`src/rtl/uart_rx_deser.sv`:
```
// uart_rx_deser: 8N1 UART receiver with a 2-flop input synchroniser, mid-bit
// sampling state machine and a small show-ahead receive FIFO presented as a
// valid/ready stream. Frame errors and FIFO overflows are reported as 1-cycle pulses.
module uart_rx_deser #(
  parameter int ClockFrequency = 50_000_000,
  parameter int BaudRate       = 115_200,
  parameter int FifoDepth      = 4
) (
  input  logic                             clk_sys_i,
  input  logic                             rst_sys_i,
  input  logic                             uart_rx_i,
  output logic [7:0]                       rx_data_o,
  output logic                             rx_valid_o,
  input  logic                             rx_ready_i,
  output logic [$clog2(FifoDepth+1)-1:0]   rx_count_o,
  output logic                             rx_busy_o,
  output logic                             rx_frame_err_o,
  output logic                             rx_overflow_o
);
  localparam int ClksPerBit = ClockFrequency / BaudRate;
  localparam int CntW       = $clog2(ClksPerBit);
  localparam int PtrW       = $clog2(FifoDepth);
  localparam int CountW     = $clog2(FifoDepth + 1);

  localparam logic [CntW-1:0]   BitLast   = CntW'(ClksPerBit - 1);
  localparam logic [CntW-1:0]   HalfLast  = CntW'(ClksPerBit / 2 - 1);
  localparam logic [CountW-1:0] CountFull = CountW'(FifoDepth);

  typedef enum logic [2:0] {
    S_IDLE, S_START, S_DATA, S_STOP, S_WAIT_HI
  } state_e;

  logic            sync1_q;
  logic            rx_s_q;
  state_e          state_q;
  logic [CntW-1:0] cnt_q;
  logic [2:0]      idx_q;
  logic [7:0]      shift_q;
  logic            busy_q;
  logic            frame_err_q;

  logic            bit_end;
  logic            push;

  logic [7:0]        mem_q [FifoDepth];
  logic [PtrW-1:0]   wr_ptr_q;
  logic [PtrW-1:0]   rd_ptr_q;
  logic [CountW-1:0] count_q;
  logic [CountW-1:0] count_d;
  logic              overflow_q;
  logic              overflow_d;
  logic              pop;
  logic              full;
  logic              wr_en;

  // Two-flop synchroniser; idles high so a reset never looks like a start bit.
  always_ff @(posedge clk_sys_i) begin
    if (rst_sys_i) begin
      sync1_q <= 1'b1;
      rx_s_q  <= 1'b1;
    end else begin
      sync1_q <= uart_rx_i;
      rx_s_q  <= sync1_q;
    end
  end

  assign bit_end = (cnt_q == BitLast);
  // A good stop bit writes the assembled byte into the FIFO on this same edge.
  assign push    = (state_q == S_STOP) && bit_end && rx_s_q;

  // Frame state machine: start-bit validation, mid-bit sampling, error recovery.
  always_ff @(posedge clk_sys_i) begin
    if (rst_sys_i) begin
      state_q     <= S_IDLE;
      cnt_q       <= '0;
      idx_q       <= '0;
      busy_q      <= 1'b0;
      frame_err_q <= 1'b0;
    end else begin
      frame_err_q <= 1'b0;
      case (state_q)
        S_IDLE: begin
          cnt_q <= '0;
          if (!rx_s_q) begin
            state_q <= S_START;
            busy_q  <= 1'b1;
          end
        end
        S_START: begin
          if (cnt_q == HalfLast) begin
            cnt_q <= '0;
            if (!rx_s_q) begin
              state_q <= S_DATA;
              idx_q   <= '0;
            end else begin
              state_q <= S_IDLE;
              busy_q  <= 1'b0;
            end
          end else begin
            cnt_q <= cnt_q + CntW'(1);
          end
        end
        S_DATA: begin
          if (bit_end) begin
            cnt_q <= '0;
            if (idx_q == 3'd7) state_q <= S_STOP;
            else               idx_q   <= idx_q + 3'd1;
          end else begin
            cnt_q <= cnt_q + CntW'(1);
          end
        end
        S_STOP: begin
          if (bit_end) begin
            cnt_q <= '0;
            if (rx_s_q) begin
              state_q <= S_IDLE;
              busy_q  <= 1'b0;
            end else begin
              state_q     <= S_WAIT_HI;
              frame_err_q <= 1'b1;
            end
          end else begin
            cnt_q <= cnt_q + CntW'(1);
          end
        end
        S_WAIT_HI: begin
          if (rx_s_q) begin
            state_q <= S_IDLE;
            busy_q  <= 1'b0;
          end
        end
        default: begin
          state_q <= S_IDLE;
          busy_q  <= 1'b0;
        end
      endcase
    end
  end

  // Data shift register, LSB first; datapath only, so no reset.
  always_ff @(posedge clk_sys_i) begin
    if (state_q == S_DATA && bit_end) shift_q[idx_q] <= rx_s_q;
  end

  assign rx_valid_o = (count_q != '0);
  assign full       = (count_q == CountFull);
  assign pop        = rx_valid_o && rx_ready_i;
  // A pop in the same cycle frees the slot a full-FIFO push needs.
  assign wr_en      = push && (!full || pop);
  assign overflow_d = push && full && !pop;

  // Occupancy next state from the write/pop combination.
  always_comb begin
    count_d = count_q;
    if (wr_en && !pop)      count_d = count_q + CountW'(1);
    else if (!wr_en && pop) count_d = count_q - CountW'(1);
  end

  // FIFO control: pointers wrap naturally since the depth is a power of two.
  always_ff @(posedge clk_sys_i) begin
    if (rst_sys_i) begin
      wr_ptr_q   <= '0;
      rd_ptr_q   <= '0;
      count_q    <= '0;
      overflow_q <= 1'b0;
    end else begin
      if (wr_en) wr_ptr_q <= wr_ptr_q + PtrW'(1);
      if (pop)   rd_ptr_q <= rd_ptr_q + PtrW'(1);
      count_q    <= count_d;
      overflow_q <= overflow_d;
    end
  end

  // FIFO storage; contents are only meaningful behind the valid count.
  always_ff @(posedge clk_sys_i) begin
    if (wr_en) mem_q[wr_ptr_q] <= shift_q;
  end

  // Head byte is forced to zero while empty so reset presents all-zero outputs.
  assign rx_data_o      = rx_valid_o ? mem_q[rd_ptr_q] : 8'h00;
  assign rx_count_o     = count_q;
  assign rx_busy_o      = busy_q;
  assign rx_frame_err_o = frame_err_q;
  assign rx_overflow_o  = overflow_q;

endmodule

```
`config.mk`:
```
export PLATFORM = sky130hd
export DESIGN_NAME = uart_rx_deser
export DESIGN_NICKNAME = d
export VERILOG_FILES = /design/src/rtl/uart_rx_deser.sv
export SDC_FILE = /design/constraint.sdc
export NUM_CORES = 1
export LEC_CHECK = 0
export ABC_AREA = 1
export CAP_MARGIN = 20
export CORE_MARGIN = 2
export CORE_UTILIZATION = 35
export DETAILED_ROUTE_END_ITERATION = 16
export PLACE_DENSITY = 0.64
export SLEW_MARGIN = 10
export SYNTH_ARGS = -nofsm -noshare
export SYNTH_HDL_FRONTEND = slang
export SYNTH_SLANG_ARGS = --single-unit
export TNS_END_PERCENT = 1
```
`constraint.sdc`:
```
create_clock -name clk_sys_i -period 4.2 [get_ports clk_sys_i]
set_input_delay 0.84 -clock clk_sys_i [delete_from_list [all_inputs] [get_ports clk_sys_i]]
set_output_delay 0.84 -clock clk_sys_i [all_outputs]
set_load 0.005 [all_outputs]
```
==> results.ini <==
[setup_path]
reg2reg_from = cnt_q[0]$_SDFFE_PP0P_
path_max_fanout = 17
r2r-end = rx_count_o[2]$_SDFFE_PP0P_
worstSetupEndpoint = rx_data_o[1]
r2r_setup_slack_ns = 1.75
cp.arrival_ns = 2.08
worstSetupPathType = flop to primary output
critPathRequiredTime_ns = 3.36
rr_worst_depth = 14
setup.worst_path.start_class = flop
crit_slowest_cell = dfxtp_1
path_cells = inv_2, o21ai_0, a21oi_1, clkdlybuf4s50_1
worstSetupEndpointType = primary output
slowest_delay_ns = 0.70

[global_route]
grt_use_total = 0.131
grt_pass1_wl_mm = 10.2
antenna_found_initial = 0
grt_start_max_net_pins = 19
grt_pass1_vias = 2117
overflow = 0

[routing]
first_iter_violations = 121
first_pass_iters = 4
vias = 2275
wl_per_cell_um = 11.9
vias_per_cell = 4.64
final_antenna_net_count = 0
drc = 0
wl_mm = 5.83

[synth]
yosysTopAreaCellShare = 0.377
synth_area_mm2 = 0.00319
synth-main-ff-cell = edfxtp_1
synth_top_area_cell = edfxtp_1
synth_edf_count = 40
yosysWarnings = 0
yosysUniqueCellTypes = 32
synth_seq_area_share = 0.559
yosys_register_bits = 69
synthTopCellsByArea = edfxtp_1, dfxtp_1, nor2_1, nand2_1, inv_1
syn_area_per_cell_um2 = 8.98
synthArstFlopShare = 0
synth_nets = 370
synthCells = 355

[clock_network]
cts-root-buf = clkbuf_8
clkLatencyLatePin_ns = 0.34
cts_buffer_depth = 2
clk_pin_slew_worst_paths_ns = 0.08
cts_hold_buf = 0
clkSinkCount = 69
cts_buffers = 9
post_cts.repair.setup_buffers = 0
ctsResizeCount = 0
htreeDepth = 3
cts_tree = yes

[cells_and_area]
num_antenna_cells = 0
mostFrequentLayoutCell = nor2_1
mostFrequentLayoutCells = nor2_1, nand2_1, inv_1
fill_cells = 874
syn_to_final_growth_pct = 14.2
nets = 392
drive_above_1_share = 0.0864

[timing]
max_freq_mhz = 343
fin_crit_ns = 2.92
tightest_slew_ns = 0.857
slew_headroom = 0.427
rsz0062_at_grt = false
period_share = 0.695
timing.setup.tns_ns = 0
finalClockSkew_ns = 0.0141
slew_violations = 0
hold_viol = 0
fin_ws_ns = 1.28
setup_viol_count_final = 0

[placed_design]
pre_cts_ws_ns = 1.31
hpwl_mm = 4.08
port_buffers = 18
place_congestion = 0.871

[floorplan]
dieArea_mm2 = 0.00988
fp-row-count = 34
die_width_um = 99.4
io_pins = 19
core_mm2 = 0.00876
initial_core_util = 0.364
die_h_um = 99.4

[power_and_ir_drop]
p_leak_nw = 1.47
pwr_density_cell_mw_per_mm2 = 548
ir_drop_v = 0.000237

[min_path]
holdCritPathClass = flop to flop

[outcome]
status = complete, no violations

[run]
maxCapViolations = 0

-- synth_stat cells (all sizes together) (2+ instances only) --
library cell	number
buf	4
edfxtp	40
nor4	2
ha	10
nand3b	2
nor3	11
a21oi	18
xor2	2
inv	48
clkbuf	3
nor2	70
nand4	5
nand3	13
o21ai	25
nand2	67
dfxtp	29
or2	2
-- critical path: cells and delay by family, from the launching register on --
kind	cells	cell delay (ns)
flip-flops	1	0.70
buffers and inverters	2	0.71
AO/OA/AOI/OAI	2	0.32
-- state kept, by name, summed over array words and instances (netlist names), 2 cells and up, named ones only --
signal,cells
rx_count_o,3
idx_q,3
mem_q,32
cnt_q,9
state_q,3
rd_ptr_q,2
wr_ptr_q,2
shift_q,8
-- worst min path at each step --
stage	start	endpoint	depth (start not counted)
after floorplan	sync1_q$_SDFF_PP1_	rx_s_q$_SDFF_PP1_	1
after global placement	sync1_q$_SDFF_PP1_	rx_s_q$_SDFF_PP1_	1
after detailed placement	sync1_q$_SDFF_PP1_	rx_s_q$_SDFF_PP1_	1
after CTS	sync1_q$_SDFF_PP1_	rx_s_q$_SDFF_PP1_	1
after global routing	sync1_q$_SDFF_PP1_	rx_s_q$_SDFF_PP1_	1
final	sync1_q$_SDFF_PP1_	rx_s_q$_SDFF_PP1_	1
-- where the power goes --
part / internal [W] / leakage, nW / switching, W
Clock: 0.000271 / 0.0987 / 0.000249
Sequential: 0.000760 / 0.594 / 0.0000943
Combinational: 0.000266 / 0.782 / 0.000354
Total: 0.00130 / 1.47 / 0.000698
-- cell type report --
type	instances	area [µm²]	area share
Tap cell	108	135	0.0371
Timing Repair Buffer	18	180	0.0495
Multi-Input combinational cell	231	1170	0.321
Inverter	48	183	0.0502
Sequential cell	69	1780	0.490
Clock inverter	7	66.3	0.0182
Clock buffer	9	124	0.0340
-- layer usage --
layer | wire, µm | GRT usage | up-vias
met5 | 0 | 0 | -
met4 | 144 | 0.0643 | 0
met3 | 189 | 0.0288 | 12
met2 | 2750 | 0.208 | 39
met1 | 2750 | 0.168 | 1030
li1 | - | - | 1194
-- through the flow --
step	area, µm²	hold slack, ns	total power, W	cells	util
2_1_floorplan	3190	0.389	0.00128	355	-
3_3_place_gp	3450	0.391	0.00148	474	0.393
3_5_place_dp	3450	0.399	0.00150	474	0.393
4_1_cts	3640	0.417	0.00202	490	0.415
5_1_grt	3640	0.429	0.00215	490	0.415
6_report	3640	0.414	0.00199	490	0.415
-- cell families (layout without fill, tap and decap cells) --
kind of cell | Yosys count | in the layout | share of synthesized area
fa+ha+maj | 11 | 11 | 0.0455
xor+xnor | 2 | 2 | 0.00550
compound gates | 45 | 45 | 0.0722
simple gates | 173 | 173 | 0.243
buf+inv | 55 | 82 | 0.0742
flops | 69 | 69 | 0.559
(Power assumes the default switching activity.)
